### config.mk
export PLATFORM = sky130hd
export DESIGN_NAME = key_encoder10to4_flat
export DESIGN_NICKNAME = d
export VERILOG_FILES = /design/src/rtl/key_encoder10to4_if.sv /design/src/rtl/key_encoder10to4.sv /design/src/flat_wrapper.sv
export SDC_FILE = /design/constraint.sdc
export NUM_CORES = 1
export LEC_CHECK = 0
export CAP_MARGIN = 30
export CORE_ASPECT_RATIO = 1.25
export CORE_MARGIN = 2
export CORE_UTILIZATION = 45
export CTS_BUF_LIST = sky130_fd_sc_hd__clkbuf_4
export CTS_CLUSTER_DIAMETER = 200
export CTS_CLUSTER_SIZE = 16
export DETAILED_ROUTE_END_ITERATION = 8
export PLACE_DENSITY = 0.62
export SLEW_MARGIN = 5
export SYNTH_ARGS = -nofsm -noshare
export SYNTH_HDL_FRONTEND = slang
export SYNTH_SLANG_ARGS = --single-unit
### constraint.sdc
create_clock -name i_clk -period 3.7 [get_ports i_clk]
set_input_delay 0.555 -clock i_clk [delete_from_list [all_inputs] [get_ports i_clk]]
set_output_delay 0.555 -clock i_clk [all_outputs]
set_load 0.02 [all_outputs]
### src/rtl/key_encoder10to4_if.sv
// key_encoder10to4_if
//   Groups the key encoder's data-side signals so the encoder and whatever
//   drives/consumes it share one bundle. Clock and reset stay outside.
//
//   i_key       10  raw buttons, active-low, asynchronous; i_key[n] is key n+1
//   o_data       4  code of the last accepted key (1..10), 0 after reset
//   o_valid      1  one-cycle strobe when o_data loads a newly accepted key
//   o_key_down   1  high from acceptance until every debounced key is released
//
//   master: the side that owns the buttons and consumes the code
//   slave : the encoder itself
interface key_encoder10to4_if;
  logic [9:0] i_key;
  logic [3:0] o_data;
  logic       o_valid;
  logic       o_key_down;

  modport master (
    output i_key,
    input  o_data,
    input  o_valid,
    input  o_key_down
  );

  modport slave (
    input  i_key,
    output o_data,
    output o_valid,
    output o_key_down
  );
endinterface

### src/rtl/key_encoder10to4.sv
// key_encoder10to4
//   Synchronises ten bouncing active-low push-buttons, debounces each one on
//   a slow sample tick, and encodes the lowest-index newly pressed key into a
//   4-bit code 1..10 with a single-cycle valid strobe. One press gives exactly
//   one strobe; other keys pressed while one is held are ignored until every
//   key has been released.
//
//   Parameters
//     P_CLK_DIV  sample tick period in i_clk cycles (>= 2)
//     P_DEB_CNT  consecutive differing samples needed to flip a key (>= 2)
//
//   Ports
//     i_clk  system clock, rising edge
//     i_rst  synchronous active-high reset
//     bus    key_encoder10to4_if.slave: i_key in; o_data, o_valid, o_key_down out
module key_encoder10to4 #(
  parameter int P_CLK_DIV = 50000,
  parameter int P_DEB_CNT = 20
) (
  input logic               i_clk,
  input logic               i_rst,
  key_encoder10to4_if.slave bus
);

  localparam int TICK_W = (P_CLK_DIV > 1) ? $clog2(P_CLK_DIV) : 1;
  localparam int DEB_W  = (P_DEB_CNT > 1) ? $clog2(P_DEB_CNT) : 1;

  localparam logic [TICK_W-1:0] TICK_LAST = TICK_W'(P_CLK_DIV - 1);
  localparam logic [DEB_W-1:0]  DEB_LAST  = DEB_W'(P_DEB_CNT - 1);

  // ---------------------------------------------------------------------------
  // Two-flop synchronizer; resets to all released (active-low high level)
  // ---------------------------------------------------------------------------
  logic [9:0] key_meta;
  logic [9:0] key_sync;

  always_ff @(posedge i_clk) begin
    if (i_rst) begin
      key_meta <= '1;
      key_sync <= '1;
    end else begin
      key_meta <= bus.i_key;
      key_sync <= key_meta;
    end
  end

  // ---------------------------------------------------------------------------
  // Free-running sample tick counter
  // ---------------------------------------------------------------------------
  logic [TICK_W-1:0] tick_cnt;
  logic              tick;

  assign tick = (tick_cnt == TICK_LAST);

  always_ff @(posedge i_clk) begin
    if (i_rst) begin
      tick_cnt <= '0;
    end else if (tick) begin
      tick_cnt <= '0;
    end else begin
      tick_cnt <= tick_cnt + 1'b1;
    end
  end

  // ---------------------------------------------------------------------------
  // Per-key debounce. pressed[i] is the debounced state in active-high form.
  // A key's counter tracks consecutive ticks where the synced sample disagrees
  // with the debounced state; reaching P_DEB_CNT flips the state, and a single
  // agreeing tick discards the run.
  // ---------------------------------------------------------------------------
  logic [9:0]       pressed;
  logic [9:0]       sample_pressed;
  logic [DEB_W-1:0] deb_cnt [10];

  assign sample_pressed = ~key_sync;

  always_ff @(posedge i_clk) begin
    if (i_rst) begin
      pressed <= '0;
      for (int unsigned i = 0; i < 10; i++) begin
        deb_cnt[i] <= '0;
      end
    end else if (tick) begin
      for (int unsigned i = 0; i < 10; i++) begin
        if (sample_pressed[i] != pressed[i]) begin
          if (deb_cnt[i] == DEB_LAST) begin
            pressed[i] <= sample_pressed[i];
            deb_cnt[i] <= '0;
          end else begin
            deb_cnt[i] <= deb_cnt[i] + 1'b1;
          end
        end else begin
          deb_cnt[i] <= '0;
        end
      end
    end
  end

  // ---------------------------------------------------------------------------
  // Lowest-index pressed key, encoded as index+1. Scanning downward lets the
  // last hit (the lowest index) win.
  // ---------------------------------------------------------------------------
  logic [3:0] low_code;

  always_comb begin
    low_code = '0;
    for (int unsigned i = 10; i > 0; i--) begin
      if (pressed[i-1]) begin
        low_code = 4'(i);
      end
    end
  end

  // ---------------------------------------------------------------------------
  // Encoder FSM: IDLE accepts one key, HOLD waits for a full release.
  // ---------------------------------------------------------------------------
  typedef enum logic {
    IDLE,
    HOLD
  } state_t;

  state_t     state_q, state_d;
  logic [3:0] data_q, data_d;
  logic       valid_q, valid_d;
  logic       down_q, down_d;

  always_ff @(posedge i_clk) begin
    if (i_rst) begin
      state_q <= IDLE;
      data_q  <= '0;
      valid_q <= 1'b0;
      down_q  <= 1'b0;
    end else begin
      state_q <= state_d;
      data_q  <= data_d;
      valid_q <= valid_d;
      down_q  <= down_d;
    end
  end

  always_comb begin
    state_d = state_q;
    data_d  = data_q;
    valid_d = 1'b0;
    down_d  = down_q;
    unique case (state_q)
      IDLE: begin
        if (|pressed) begin
          data_d  = low_code;
          valid_d = 1'b1;
          down_d  = 1'b1;
          state_d = HOLD;
        end
      end
      HOLD: begin
        if (!(|pressed)) begin
          down_d  = 1'b0;
          state_d = IDLE;
        end
      end
      default: begin
        state_d = IDLE;
      end
    endcase
  end

  assign bus.o_data     = data_q;
  assign bus.o_valid    = valid_q;
  assign bus.o_key_down = down_q;

endmodule

### src/flat_wrapper.sv
// flat-port wrapper written by rule: the top's interface ports become plain ports
module key_encoder10to4_flat 
#(
  parameter int P_CLK_DIV = 50000,
  parameter int P_DEB_CNT = 20
)
  (i_clk, i_rst, bus_i_key, bus_o_data, bus_o_valid, bus_o_key_down);
  key_encoder10to4_if bus_i ();
  input logic i_clk;
  input logic i_rst;
  input wire logic [$bits(bus_i.i_key)-1:0] bus_i_key;
  output wire logic [$bits(bus_i.o_data)-1:0] bus_o_data;
  output wire logic [$bits(bus_i.o_valid)-1:0] bus_o_valid;
  output wire logic [$bits(bus_i.o_key_down)-1:0] bus_o_key_down;
  assign bus_i.i_key = bus_i_key;
  assign bus_o_data = bus_i.o_data;
  assign bus_o_valid = bus_i.o_valid;
  assign bus_o_key_down = bus_i.o_key_down;
  key_encoder10to4 #(.P_CLK_DIV(P_CLK_DIV), .P_DEB_CNT(P_DEB_CNT)) u_core (.i_clk(i_clk), .i_rst(i_rst), .bus(bus_i));
endmodule
==> results.md <==
* Post-DRT Antenna Nets at 0
* Via count at around 2800
* Final hold vios at 0
* Peak supply drop at 0.180 mV
* Syn_area_per_cell at about 11 µm²
* Iteration-0 DRC Markers at 122
* Area leader, netlist: edfxtp_1
* Util after Layout at 0.512
* Worst r2r dst: u_core.deb_cnt[6][0]
* Critical path origin: u_core.tick_cnt[0]
* PwrDens at roughly 380 nW/µm²
* Synthesized area at around 4500 µm²
* Most common cell in the netlist: nor2_1
* Pre-CTS setup slack at roughly 1.1 ns
* Critical R2R Launch: u_core.tick_cnt[0]
* Synth area leaders: edfxtp_1, dfxtp_1, nor2_1, xor2_1, xnor2_1
* Final nets at about 450
* Drt first pass iters at 4
* Status: finished clean
* Wirelength, routed at ~7500 µm
* Worst path required time at 3.80 ns
* Worst Setup EP: u_core.deb_cnt[6][0]
* P_sw at about 410 µW
* Syn Inst Count at between 400 and 500
* EDFF count, synth at 50
* WHS at between 0.4 and 0.5 ns
* Static leakage at 1.73 nW
* Post-detailed-placement cell area at between 4000 and 5000 µm²
* Synth Area in XOR/XNOR at 0.102
* Routed wire length per instance at ~13 µm
* Root Buffer: clkbuf_4
* Worst-Skew Late Latency at approximately 0.45 ns
* Mux cell area share after synthesis at 0
* GRT Util Overall at 0.153
* Initial antenna violation count at 0
* Max Buffers Root-to-Sink at 2
* Power, Total at approximately 1.9 mW
* Post-synthesis simple-gate area fraction at 0.214
* Ant diodes at 0
* Final std cells w/o fill at 560
* Post-synth ARST share at 0
* RSZ-0062 raised after global routing: false
* Worst min path class: register to register
* Clk pwr share at 0.300
* Max Transition Viols Final at 0
* Worst Path Max Fanout at 45
* R2r setup slk at roughly 1.1 ns
* Ys flop type: dfxtp_1
* Commonest cells in the netlist: nor2_1, dfxtp_1, edfxtp_1
* Reg power frac at 0.660
* Final period utilization at 0.703
* CORE AREA at about 10000 µm²
* Final setup violation count at 0
* Clock slew at reported path FFs at roughly 0.14 ns
* Setup TNS at 0 ns
* Number of buffers added on ports at 17
* Critical Path AT at ~2.7 ns
* GRT overflow at 0
* Vias in the first global route at 2807
* Final setup margin at 1.10 ns
* Hold Path Origin: u_core.key_meta[3]
* MaxCap Viol Count at 0
* Net Count, Synth at 430
* Placed Cells at 543
* CTS Sinks at 103
* Die height at 116 µm
* Share of layout cells above drive strength 1 at 0.134
* Initial core utilization at 0.467
* P_int at approximately 1.5 mW
* F_max at just under 400 MHz
* Via density at just over 5
* I/O pin total at 18
* Largest net degree at the start of global routing at 46
* Fin crit period at around 2.6 ns
* DP HPWL at around 5000 µm
* Rel. slew slack at 0.570
* Switching Share at 0.218
* CTS hold repair buffers at 0
* Area Growth Syn to Fin at 9.66%
* DRC errors left at 0
* H-tree depth at 3
* Setup bufs post-CTS at 0
* Cts repair resizes at 0
* R2R cell count at 6
* Seq/Total Area, Yosys at 0.565
* Synth Area in Adders at 0.0331
* First-pass GRT wire length at between 10000 and 15000 µm
* Largest family of logic cells by synthesized area: simple AND/OR/NAND/NOR gates
* Kind of critical path: register to register
* Slew @ Worst Pin at 0.637 ns
* Gpl congestion at approximately 0.75
* Synth warn at 0
* Fillers at slightly above 900
* Combinational Power Share at 0.041
* Area share of the largest cell type after synthesis at 0.331
* Worst clock skew at ~0.011 ns
* Num CTS Buffers at 9
* #FFs+latches synth at 103
* Final Instance Area at roughly 5000 µm²
* Setup crit end kind: register
* CTS tree: done
* Synth Area in Compound Gates at 0.0607
* # rows at 40
* Setup crit start kind: register
* Yosys cell types at 39
* Die width at 93.8 µm
* Total Die Area at 10900 µm²
[per-layer routing]
metal  GRT usage  vias up  share of wire
li1            -     1459              -
met4      0.0812        0          0.025
met5           0        -              0
met2       0.255       26           0.47
met1       0.190     1341           0.48
met3      0.0290       12          0.026
[worst min path at each step]
stage,cells past startpoint,slack [ns],end
2_1_floorplan,1,0.39,u_core.key_sync[0]
3_3_place_gp,1,0.39,u_core.key_sync[1]
3_5_place_dp,1,0.40,u_core.key_sync[0]
4_1_cts,1,0.43,u_core.key_sync[0]
5_1_grt,1,0.44,u_core.key_sync[1]
6_report,1,0.42,u_core.key_sync[3]
[registers in the layout, indices dropped and copies added, names as in the netlist]
register / count
u_core.bus.o_data: 4
u_core.bus.o_key_down: 1
u_core.bus.o_valid: 1
u_core.deb_cnt: 50
u_core.key_meta: 10
u_core.key_sync: 10
u_core.pressed: 10
u_core.state_q: 1
u_core.tick_cnt: 16
[worst max-delay path, stage by stage (launching register included)]
cell	delay, ns
dfxtp_1	0.39
ha_1	0.22
nand3_1	0.31
nor4_4	0.35
buf_4	0.32
or2_2	0.16
buf_4	0.48
[power groups by stage]
stage / sequential [mW] / clock, mW / combinational (mW)
3_3_place_gp: 1.27 / 0 / 0.0773
3_5_place_dp: 1.27 / 0 / 0.0779
2_1_floorplan: 1.27 / 0 / 0.0551
5_1_grt: 1.25 / 0.629 / 0.0870
6_report: 1.25 / 0.567 / 0.0768
4_1_cts: 1.25 / 0.584 / 0.0787
[cells by family (layout without fill, tap and decap cells)]
kind of cell / count (synthesis) / in the layout
simple gates: 181 / 181
flops: 103 / 103
fa+ha+maj: 12 / 12
xor+xnor: 53 / 53
buf+inv: 24 / 52
compound gates: 33 / 33
[cell type report]
type / count / area [µm²] / share of cell area
inverters: 15 / 56.3 / 0.0113
clock buffers: 11 / 82.6 / 0.0166
repair buffers: 21 / 204 / 0.0410
multi-input cells: 279 / 1860 / 0.374
well taps: 126 / 158 / 0.0317
flip-flops and latches: 103 / 2560 / 0.515
clock inverters: 5 / 47.5 / 0.00956
[cell usage in the layout (no fill, tap or decap), types with 11 or more instances in the layout]
master,synthesis,final
edfxtp_1,50,50
xnor2_1,24,24
or2_2,22,22
dfxtp_1,53,53
inv_1,15,15
clkbuf_4,0,11
xor2_1,29,29
nand3_1,24,24
nand2_1,16,16
a21oi_1,17,17
ha_1,12,12
clkdlybuf4s50_1,0,17
nor3_1,11,11
nor2_1,72,72
No activity file was read; power rests on OpenSTA's default activity.
